$ cat config.mk
export PLATFORM = sky130hd
export DESIGN_NAME = credit_link_tx
export DESIGN_NICKNAME = d
export VERILOG_FILES = /design/src/rtl/credit_link_tx.sv
export SDC_FILE = /design/constraint.sdc
export NUM_CORES = 1
export LEC_CHECK = 0
export CAP_MARGIN = 20
export CORE_UTILIZATION = 25
export DETAILED_ROUTE_END_ITERATION = 8
export GPL_ROUTABILITY_DRIVEN = 0
export PLACE_DENSITY = 0.41
export SETUP_SLACK_MARGIN = 0.4
export SLEW_MARGIN = 40
export SYNTH_ARGS = -nofsm -noshare
export SYNTH_HDL_FRONTEND = slang
export SYNTH_SLANG_ARGS = --single-unit
export TNS_END_PERCENT = 50
$ cat constraint.sdc
create_clock -name clk -period 6.11 [get_ports clk]
set_clock_uncertainty 0.1 [all_clocks]
set_input_delay 1.833 -clock clk [delete_from_list [all_inputs] [get_ports clk]]
set_output_delay 1.833 -clock clk [all_outputs]
set_load 0.02 [all_outputs]
$ cat src/rtl/credit_link_tx.sv
`default_nettype none
// =============================================================================
// Module   : credit_link_tx
// Purpose  : Credit-gated transmit end of a point-to-point link with a small
//            word FIFO, tagging each word with destination and source rank.
// Revision : 1.0 - initial release
// =============================================================================
module credit_link_tx #(
   parameter int DATA_WIDTH   = 64,
   parameter int FIFO_DEPTH   = 4,
   parameter int CREDIT_WIDTH = 3,
   parameter int INIT_CREDITS = 1
) (
   input  logic                          clk,
   input  logic                          rst,
   input  logic                          in_valid,
   input  logic [DATA_WIDTH-1:0]         in_data,
   input  logic [31:0]                   in_dest,
   output logic                          in_ready,
   input  logic [31:0]                   rnk,
   output logic                          link_valid,
   output logic [DATA_WIDTH-1:0]         link_data,
   output logic [31:0]                   link_dest,
   output logic [31:0]                   link_src,
   input  logic                          yumi,
   output logic [CREDIT_WIDTH-1:0]       credit_count,
   output logic [$clog2(FIFO_DEPTH):0]   fifo_count,
   output logic                          credit_err
);

   localparam int                        c_ADDR_W     = $clog2(FIFO_DEPTH);
   localparam logic [c_ADDR_W:0]         c_FULL       = (c_ADDR_W+1)'(FIFO_DEPTH);
   localparam logic [c_ADDR_W:0]         c_CNT_ONE    = (c_ADDR_W+1)'(1);
   localparam logic [c_ADDR_W-1:0]       c_PTR_ONE    = c_ADDR_W'(1);
   localparam logic [CREDIT_WIDTH-1:0]   c_CRED_ONE   = CREDIT_WIDTH'(1);
   localparam logic [CREDIT_WIDTH-1:0]   c_CRED_MAX   = '1;
   localparam logic [CREDIT_WIDTH-1:0]   c_CRED_INIT  = CREDIT_WIDTH'(INIT_CREDITS);

   logic [DATA_WIDTH-1:0]   r_mem_data [FIFO_DEPTH];
   logic [31:0]             r_mem_dest [FIFO_DEPTH];
   logic [c_ADDR_W-1:0]     r_wr_ptr;
   logic [c_ADDR_W-1:0]     r_rd_ptr;
   logic [c_ADDR_W:0]       r_count;
   logic [CREDIT_WIDTH-1:0] r_credit;
   logic                    r_err;
   logic                    r_link_valid;
   logic [DATA_WIDTH-1:0]   r_link_data;
   logic [31:0]             r_link_dest;
   logic [31:0]             r_link_src;

   logic                    w_push;
   logic                    w_send;

   // Full is judged on the registered count only, so a same-cycle pop never frees a slot.
   assign in_ready = !rst && (r_count != c_FULL);
   assign w_push   = in_valid && in_ready;
   assign w_send   = (r_count != '0) && (r_credit != '0);

   always_ff @(posedge clk) begin
      if (w_push) begin
         r_mem_data[r_wr_ptr] <= in_data;
         r_mem_dest[r_wr_ptr] <= in_dest;
      end
   end

   always_ff @(posedge clk or posedge rst) begin
      if (rst) begin
         r_wr_ptr <= '0;
         r_rd_ptr <= '0;
         r_count  <= '0;
      end else begin
         if (w_push) r_wr_ptr <= r_wr_ptr + c_PTR_ONE;
         if (w_send) r_rd_ptr <= r_rd_ptr + c_PTR_ONE;
         case ({w_push, w_send})
            2'b10:   r_count <= r_count + c_CNT_ONE;
            2'b01:   r_count <= r_count - c_CNT_ONE;
            default: r_count <= r_count;
         endcase
      end
   end

   always_ff @(posedge clk or posedge rst) begin
      if (rst) begin
         r_credit <= c_CRED_INIT;
         r_err    <= 1'b0;
      end else begin
         case ({w_send, yumi})
            2'b10:   r_credit <= r_credit - c_CRED_ONE;
            2'b01: begin
               if (r_credit == c_CRED_MAX) r_err <= 1'b1;
               else                        r_credit <= r_credit + c_CRED_ONE;
            end
            default: r_credit <= r_credit;
         endcase
      end
   end

   always_ff @(posedge clk or posedge rst) begin
      if (rst) begin
         r_link_valid <= 1'b0;
         r_link_data  <= '0;
         r_link_dest  <= '0;
         r_link_src   <= '0;
      end else begin
         r_link_valid <= w_send;
         if (w_send) begin
            r_link_data <= r_mem_data[r_rd_ptr];
            r_link_dest <= r_mem_dest[r_rd_ptr];
            r_link_src  <= rnk;
         end
      end
   end

   assign link_valid   = r_link_valid;
   assign link_data    = r_link_data;
   assign link_dest    = r_link_dest;
   assign link_src     = r_link_src;
   assign credit_count = r_credit;
   assign fifo_count   = r_count;
   assign credit_err   = r_err;

endmodule
`default_nettype wire

==> metrics.md <==
| Metric | Value |
|---|---|
| CP Cell Sequence | clkdlybuf4s50_1 -> a21oi_1 -> clkdlybuf4s50_1 |
| Final Setup Violations | 0 |
| Tmin final | 5.090 ns |
| Post-synthesis register bit count | 524 |
| Max Clk Rate | roughly 200 MHz |
| RSZ-0062 raised after global routing | false |
| Chip width | 281.0 µm |
| Worst path max stage delay | between 0.6 and 0.7 ns |
| RR Startpoint | fifo_count[0] |
| Final setup margin | 1.020 ns |
| Asr flop ratio synth | 0.2672 |
| Clk Tree Root Cell | clkbuf_16 |
| Power per cell area | 503.2 mW/mm² |
| Critical path launch point type | input port |
| Core ar. | 0.07645 mm² |
| Number of diodes | 0 |
| Post-synth top area cell | edfxtp_1 |
| Hold Path End | credit_err |
| Post-CTS resize count | 0 |
| Layout cells sized above 1 | 0.2689 |
| Setup TNS Final | 0 ns |
| Via density | 4.139 |
| Drt wl/cell | 20.10 µm |
| R2R setup slack | 3.45 ns |
| R2r endpoint | r_mem_data[1][19] |
| Slowest-stage cell, CP | clkdlybuf4s50_1 |
| HP Start | credit_err |
| Grt total ovfl | 0 |
| Vias | 9297 |
| Dpl hpwl | between 20 and 30 mm |
| Worst slew margin | 0.4948 |
| Place WS | 1.018 ns |
| Vias in the first global route | ~10000 |
| Die Span Y | 281.0 µm |
| First-pass GRT wire length | 67.44 mm |
| Clock Sinks | 524 |
| Switch share | 0.2991 |
| Worst Setup SP | rst |
| Ys Warns | 0 |
| Initial Util | 0.2544 |
| Outcome | completed |
| Antenna viol nets, final | 0 |
| I/O pins | 269 |
| Sequential-to-total area share from yosys stat | 0.7729 |
| CP required | 4.18 ns |
| Post-synthesis cell type count | 42 |
| Nets@finish | 1302 |
| Maximum VDD drop | 0.0003169 V |
| Post-synthesis net count | 994 |
| DRC violations left | 0 |
| Drt first pass iters | 6 |
| Die area | 0.07893 mm² |
| Max Root-Sink Buffers | 3 |
| Overall Global Routing Usage | 0.1155 |
| Hold WC Path Type | reg -> reg |
| Cell row count | 101 |
| P_leak | 8.769 nW |
| Least-Margin Pin Slew | 0.7578 ns |
| Post-synth top area share | 0.5927 |
| Crit path DAT | 3.16 ns |
| Number of flops mapped to enable cells by yosys | around 380 |
| CTS tree | done |
| Post-Syn Area | 0.01945 mm² |
| Post-CTS setup repair buffer count | 0 |
| Final hold viol count | 0 |
| Max-slew violations | 0 |
| Flop pwr share | 0.393 |
| Comb pwr share | 0.322 |
| Most frequent CP cell | clkdlybuf4s50_1 |
| Routed WL | 45.14 mm |
| Period utilisation layout | 0.8331 |
| R2R depth | 4 |
| Cells after Synth | 855 |
| Port bufs | around 270 |
| Clk pwr share | 0.285 |
| Worst-path clk slew | 0.06 ns |
| H-tree depth | 2 |
| Syn avg cell area | 22.75 µm² |
| Switching Power | between 3 and 4 mW |
| Area grow syn2layout | 31.32% |
| Hold depth | 1 |
| CP Capture Type | primary output |
| Synth area leaders | edfxtp_1 (59%), dfrtp_1 (18%), mux4_2 (11%), mux2_2 (4.7%), mux2_1 (1.9%) |
| Critical setup path kind | in -> out |
| Initial antenna violation count | 6 |
| Number of fill cells | ~7300 |
| Critical Path Fanout Max | 3 |
| 1st-iter DRT viols | 386 |
| Clk Latency, worst-skew pair | 0.60 ns |
| Top FF cell, synth | edfxtp_1 |
| TritonCTS buffer count | 61 |
| Cts hold-fix bufs | 0 |
| Internal power | about 9 mW |
| Largest net degree at the start of global routing | 73 |
| Max_cap viols | 0 |
==> through the flow <==
| step | instance area [µm²] | std cells | hold WS [ns] | utilization | total power [mW] |
|---|---|---|---|---|---|
| 2_1_floorplan | 19450 | 855 | 0.4340 | - | 7.650 |
| 3_3_place_gp | 23400 | 2127 | 0.3673 | 0.3061 | 9.334 |
| 3_5_place_dp | 23490 | 2130 | 0.3605 | 0.3072 | 9.407 |
| 4_1_cts | 25550 | 2246 | 0.3739 | 0.3341 | 13.18 |
| 5_1_grt | 25550 | 2246 | 0.3974 | 0.3341 | 13.57 |
| 6_report | 25550 | 2246 | 0.3652 | 0.3341 | 12.86 |
==> power by group through the flow <==
stage          Clock [mW]  Combinational (mW)  Sequential (mW)
2_1_floorplan           0                2.17             5.48
3_3_place_gp            0                4.21             5.12
3_5_place_dp            0                4.27             5.14
4_1_cts              3.82                4.29             5.07
5_1_grt              3.94                4.47             5.16
6_report             3.66                4.15             5.05
==> Yosys cell counts, drive strengths merged (2+ instances only) <==
cell type and n:
fa 2, xnor2 4, mux2 131, nand2b 2
nor3 3, nand2 3, nor2 4, o32ai 2
mux4 96, a221oi 2, o32a 2, inv 7
buf 34, and2 5, ha 5, clkbuf 9
dfrtp 139, a21oi 2, edfxtp 384, xor2 3
==> cell usage in the layout (no fill, tap or decap), drive strengths merged, types with 2 or more instances in the layout <==
cell type / instances
a21oi: 2
a221oi: 2
and2: 5
buf: 20
bufinv: 5
clkbuf: 83
clkdlybuf4s50: 268
clkinv: 22
clkinvlp: 4
dfrtp: 139
edfxtp: 384
fa: 2
ha: 5
inv: 9
mux2: 131
mux4: 96
nand2: 3
nand2b: 2
nor2: 4
nor3: 3
o32a: 2
o32ai: 2
xnor2: 4
xor2: 3
==> worst max-delay path by stage <==
stage | slack (ns) | end
global placement | 1.03 | in_ready
global route | 0.97 | in_ready
finish | 1.02 | in_ready
CTS | 1.02 | in_ready
floorplan | 0.43 | credit_count[1]
detailed placement | 1.02 | in_ready
==> logic make-up (layout without fill, tap and decap cells) <==
logic type | Yosys count | in the layout | share of synthesized area
DFF | 524 | 524 | 0.7729
muxes | 227 | 227 | 0.1904
buffers and inverters | 50 | 411 | 0.01389
and+or+nand+nor | 22 | 22 | 0.006367
AOI/OAI and AO/OA | 18 | 18 | 0.007976
adders and majority gates | 7 | 7 | 0.005274
xor gates and xnor gates | 7 | 7 | 0.003152
==> sequential cells by signal, summed over array words and instances, names as in the netlist <==
name and flops:
link_data 64, link_src 32, fifo_count 3, link_valid 1, r_wr_ptr 2, credit_count 3
link_dest 32, r_rd_ptr 2, r_mem_dest 128, credit_err 1, r_mem_data 256
==> critical path: cells and delay by family <==
kind,cells,cell delay [ns]
compound gates,1,0.17
buf+inv,2,1.15
==> area by class of cell <==
class                           count  area [µm²]  area share
Multi-Input combinational cell    281        4165      0.1630
Inverter                            7       33.78    0.001322
Clock buffer                       83        1742     0.06818
Timing Repair Buffer              288        2955      0.1157
Tap cell                         1030        1289     0.05045
Clock inverter                     33       317.8     0.01244
Sequential cell                   524       15040      0.5889
==> layer usage <==
layer,vias up,global-route usage,wire length [µm]
li1,4095,-,-
met1,4865,0.1535,20060
met2,237,0.1837,21250
met3,88,0.03400,2828
met4,12,0.02984,914
met5,-,0,79
(Power assumes the default switching activity.)
==> patch 1 (same settings) <==
Set the parameter `DATA_WIDTH` to 32 (it was 64).
--- a/src/rtl/credit_link_tx.sv
+++ b/src/rtl/credit_link_tx.sv
@@ -6,7 +6,7 @@
 // Revision : 1.0 - initial release
 // =============================================================================
 module credit_link_tx #(
-   parameter int DATA_WIDTH   = 64,
+   parameter int DATA_WIDTH   = 32,
    parameter int FIFO_DEPTH   = 4,
    parameter int CREDIT_WIDTH = 3,
    parameter int INIT_CREDITS = 1
Interface: changed (resized in_data and link_data); port bits go from 269 to 205. The function was not compared with the original's and may differ.
==> patch 1 against the unedited design <==
  * Register-to-register slack worse by 0.13 ns
  * Cell area is 29% lower
  * Sequential cell count is 160 lower
  * Worst setup slack better by 0.032 ns
  * Final cell count is 29% lower
  * Critical endpoint unchanged
  * Die area is 29% lower
  * Area after synthesis is 30% lower
  * Wire length is 32% lower
  * First-iteration DRC count is 20% lower
  * Sequential power is 29% lower
  * Highest routed layer unchanged
  * Global-route usage is 0.43 points lower
  * Power is 29% lower
  * Count of clock-buffer cells in the layout is 15 lower
==> patch 1: results (changes against the unedited design) <==
Nets = 960 (was 1,302)
M1 GR Usage = 14.8% (was 15.3%)
ys async rst share = 29.7% (was 26.7%)
Port Buffers = 204 (was 268)
Post-synth EDFFs = 256 (was 384)
largest net degree at the start of global routing = 65 (was 73)
Iteration-0 DRC Markers = 308 (was 386)
CP arrival = 3.13 ns (was 3.16 ns)
multiplexer share of the synthesized area = 19.1% (was 19.0%)
FF-to-FF setup slack = 3.32 ns (was 3.45 ns)
total CTS buffers = 44 (was 61)
Worst-Skew Late Latency = 0.56 ns (was 0.60 ns)
hold path startpoint = credit_err$_DFFE_PP0P_ (unchanged)
Seq/Total Area, Yosys = 75.8% (was 77.3%)
global-route wire length before repair = 46,700 um (was 67,400 um)
post-synthesis cell type count = 41 (was 42)
post-placement cell count = 1,502 (was 2,130)
VDD IR max = 191 uV (was 317 uV)
Global Route met3 Usage = 3.22% (was 3.40%)
leak pwr = 6.28 nW (was 8.77 nW)
clk buf depth = 3 (unchanged)
P_comb = 2.98 mW (was 4.15 mW)
wire per inst = 19.3 um (was 20.1 um)
Vias/cell = 4.19 (was 4.14)
switching share of power = 30.1% (was 29.9%)
Synth Area in Compound Gates = 1.13% (was 0.798%)
status = finished, final reports clean (unchanged)
vias in the first global route = 7,275 (was 10.3k)
Syn Nets = 726 (was 994)
layout cell share with drive strength beyond 1 = 28.8% (was 26.9%)
Worst Tran Pin Value = 0.796 ns (was 0.758 ns)
initial antenna violation count = 4 (was 6)
Synth Area in XOR/XNOR = 0.447% (was 0.315%)
largest cells by area after synthesis = edfxtp_1, dfrtp_1, mux4_2, mux2_2, mux2_4 (was edfxtp_1, dfrtp_1, mux4_2, mux2_2, mux2_1)
HPWL Detailed = 18,200 um (was 26,700 um)
Cells after Synth = 619 (was 855)
global-route met2 utilization = 17.4% (was 18.4%)
worst r2r src = fifo_count[1]$_DFFE_PP0P_ (was fifo_count[0]$_DFFE_PP0P_)
worst reg2reg endpoint = r_mem_dest[3][0]$_DFFE_PP_ (was r_mem_data[1][19]$_DFFE_PP_)
All-Layer GR Usage = 11.1% (was 11.6%)
Detailed Route WL = 30,500 um (was 45,100 um)
drt first pass iters = 4 (was 6)
[patch 1: cell count changes after synthesis, moves of 2 or more]
cell      change
buf_4         -3
mux4_2       -32
buf_8         -2
mux2_1       -32
nor3_4        +2
edfxtp_1    -128
buf_2        -12
buf_6         +6
clkbuf_1      -2
dfrtp_1      -32
[patch 1: per-layer routing]
metal | up-vias | part of all wire [%]
met5 | - | 0.18
met4 | 8 | 2.0
met3 | 47 | 5.9
met2 | 175 | 46
met1 | 3452 | 46
li1 | 2966 | -
[patch 1: final cells by class]
| class | count | area, sq um | area share, % |
|---|---|---|---|
| flip-flops and latches | 364 | 10400 | 57.7 |
| well taps | 696 | 871 | 4.83 |
| repair buffers | 219 | 2200 | 12.2 |
| clock buffers | 68 | 1290 | 7.18 |
| clock inverters | 14 | 134 | 0.743 |
| multi-input cells | 217 | 3100 | 17.2 |
| inverters | 7 | 31.3 | 0.174 |
[patch 1: kinds of logic after synthesis]
logic type,after synthesis
xor gates and xnor gates,7
buffers and inverters,38
AOI/OAI and AO/OA,18
DFF,364
muxes,163
adders and majority gates,7
and+or+nand+nor,22
[patch 1: stage by stage]
| step | power, mW | setup slack (ns) | util, % | instance area (sq um) | hold WS (ns) |
|---|---|---|---|---|---|
| after global placement | 6.67 | 1.06 | 30.6 | 16600 | 0.357 |
| final | 9.12 | 1.05 | 33.4 | 18000 | 0.374 |
| after floorplan | 5.50 | 1.33 | - | 13700 | 0.434 |
| after CTS | 9.31 | 1.08 | 33.3 | 18000 | 0.385 |
| after global routing | 9.60 | 1.00 | 33.4 | 18000 | 0.400 |
| after detailed placement | 6.69 | 1.08 | 30.7 | 16600 | 0.373 |
[patch 1: critical path: stages]
cell and delay (ns):
clkdlybuf4s50_1 0.51, a21oi_1 0.16, clkdlybuf4s50_1 0.62
==> patch 2 (same settings) <==
Without the edit above. Register the output `fifo_count` once more, with the module's reset; this adds one clock of latency there. The other outputs are not delayed to match.
--- a/src/rtl/credit_link_tx.sv
+++ b/src/rtl/credit_link_tx.sv
@@ -116,7 +116,13 @@
    assign link_dest    = r_link_dest;
    assign link_src     = r_link_src;
    assign credit_count = r_credit;
-   assign fifo_count   = r_count;
+   always_ff @(posedge clk or posedge rst) begin
+      if (rst) begin
+         fifo_count <= '0;
+      end else begin
+         fifo_count <= r_count;
+      end
+   end
    assign credit_err   = r_err;
 
 endmodule
Function: changed (Yosys sat finds a counterexample within 4 cycles, from zero or initial values and one cycle with rst high).
==> patch 2 against the unedited design <==
  * Wire length up 1.8%
  * Clock power down 2%
  * Global-route usage up 0.061 points
  * Largest cell class unchanged
  * Register-to-register slack worse by 0.27 ns
  * Combinational power up 2%
  * Worst setup slack better by 0.063 ns
  * Sequential cell count up 3
  * Area after synthesis up 0.39%
  * Largest power group unchanged
  * Non-clock buffer count down 1
  * Via count unchanged
  * Cell area about the same
  * Hold slack better by 0.018 ns
  * Power down 0.13%
==> patch 2: results (changes against the unedited design) <==
clock buffers = 79 (was 83)
largest net degree at the start of global routing = 115 (was 73)
layout cell share with drive strength beyond 1 = 26.5% (was 26.9%)
Layout non-clock buf frac = 11.6% (about the same)
#FFs+latches synth = 527 (was 524)
Seq/Total Area, Yosys = 77.4% (was 77.3%)
vias in the first global route = 10.2k (was 10.3k)
ant diodes = 1 (was 0)
wire per inst = 20.4 um (was 20.1 um)
post-placement cell count = 2,142 (was 2,130)
Commonest cells post-synth = edfxtp_1, dfrtp_1, mux4_2 (unchanged)
M1 GR Usage = 14.5% (was 15.3%)
global-route wire length before repair = 67,500 um (was 67,400 um)
CP arrival = 3.09 ns (was 3.16 ns)
status = finished, final reports clean (unchanged)
worst reg2reg endpoint = r_mem_data[2][18]$_DFFE_PP_ (was r_mem_data[1][19]$_DFFE_PP_)
Met3 Routed Length = 2470 um (was 2830 um)
met2 wire len = 22,800 um (was 21,300 um)
sequential cell area share = 59.1% (was 58.9%)
total CTS buffers = 60 (was 61)
worst r2r src = r_count[0]$_DFFE_PP0P_ (was fifo_count[0]$_DFFE_PP0P_)
hold slack = 0.383 ns (was 0.365 ns)
area post-placement = 23,600 sq um (was 23,500 sq um)
All-Layer GR Usage = 11.6% (about the same)
nonclk buf count = 287 (was 288)
Nets = 1,303 (was 1,302)
VDD IR max = 251 uV (was 317 uV)
M1 WL = 19,600 um (was 20,100 um)
ys async rst share = 27.1% (was 26.7%)
Hold Path End = link_src[17]$_DFFE_PP0P_ (was credit_err$_DFFE_PP0P_)
clk cell area share = 7.77% (was 8.06%)
post-synthesis cell type count = 43 (was 42)
global-route met2 utilization = 19.8% (was 18.4%)
Design Area, Final = 25,600 sq um (was 25,500 sq um)
Vias/cell = 4.12 (was 4.14)
Vias = 9,297 (unchanged)
Worst-Skew Late Latency = 0.62 ns (was 0.60 ns)
Die W = 281 um (about the same)
Largest register FFs = 256 (unchanged)
hold path startpoint = link_src[17]$_DFFE_PP0P_ (was credit_err$_DFFE_PP0P_)
worst slack at placement = 1.07 ns (was 1.02 ns)
HPWL Detailed = 27,100 um (was 26,700 um)
FF-to-FF setup slack = 3.18 ns (was 3.45 ns)
fill count = 7,467 (was 7,277)
Global Route met3 Usage = 2.72% (was 3.40%)
initial antenna violation count = 5 (was 6)
largest cells by area after synthesis = edfxtp_1, dfrtp_1, mux4_2, mux2_2, mux2_1 (unchanged)
Syn Nets = 997 (was 994)
Cells after Synth = 858 (was 855)
min Tclk post-route = 5.03 ns (was 5.09 ns)
leak pwr = 8.76 nW (was 8.77 nW)
Worst Tran Pin Value = 0.817 ns (was 0.758 ns)
fraction of area in multi-input gates = 16.3% (about the same)
patch 2: cell types whose count changed after synthesis:
cell | before | now
dfrtp_1 | 139 | 142
clkbuf_1 | 9 | 8
buf_1 | 0 | 1
patch 2: cells by family (layout without fill, tap and decap cells):
kind of cell / count (synthesis) / after routing / synth area share, %
flops: 527 / 527 / 77.4
buf+inv: 50 / 407 / 1.38
compound gates: 18 / 18 / 0.795
xor+xnor: 7 / 7 / 0.314
simple gates: 22 / 22 / 0.634
other cells: 0 / 1 / 0
fa+ha+maj: 7 / 7 / 0.525
mux: 227 / 227 / 19.0
patch 2: power by group:
group	internal [mW]	switching (mW)	leakage [nW]
clock	2.13	1.46	0.972
combinational	2.22	2.00	2.64
sequential	4.63	0.399	5.15
total	8.97	3.87	8.76
patch 2: worst max-delay path, cell delays in order:
cell	delay, ns
clkdlybuf4s50_1	0.49
a21oi_1	0.15
clkdlybuf4s50_1	0.62
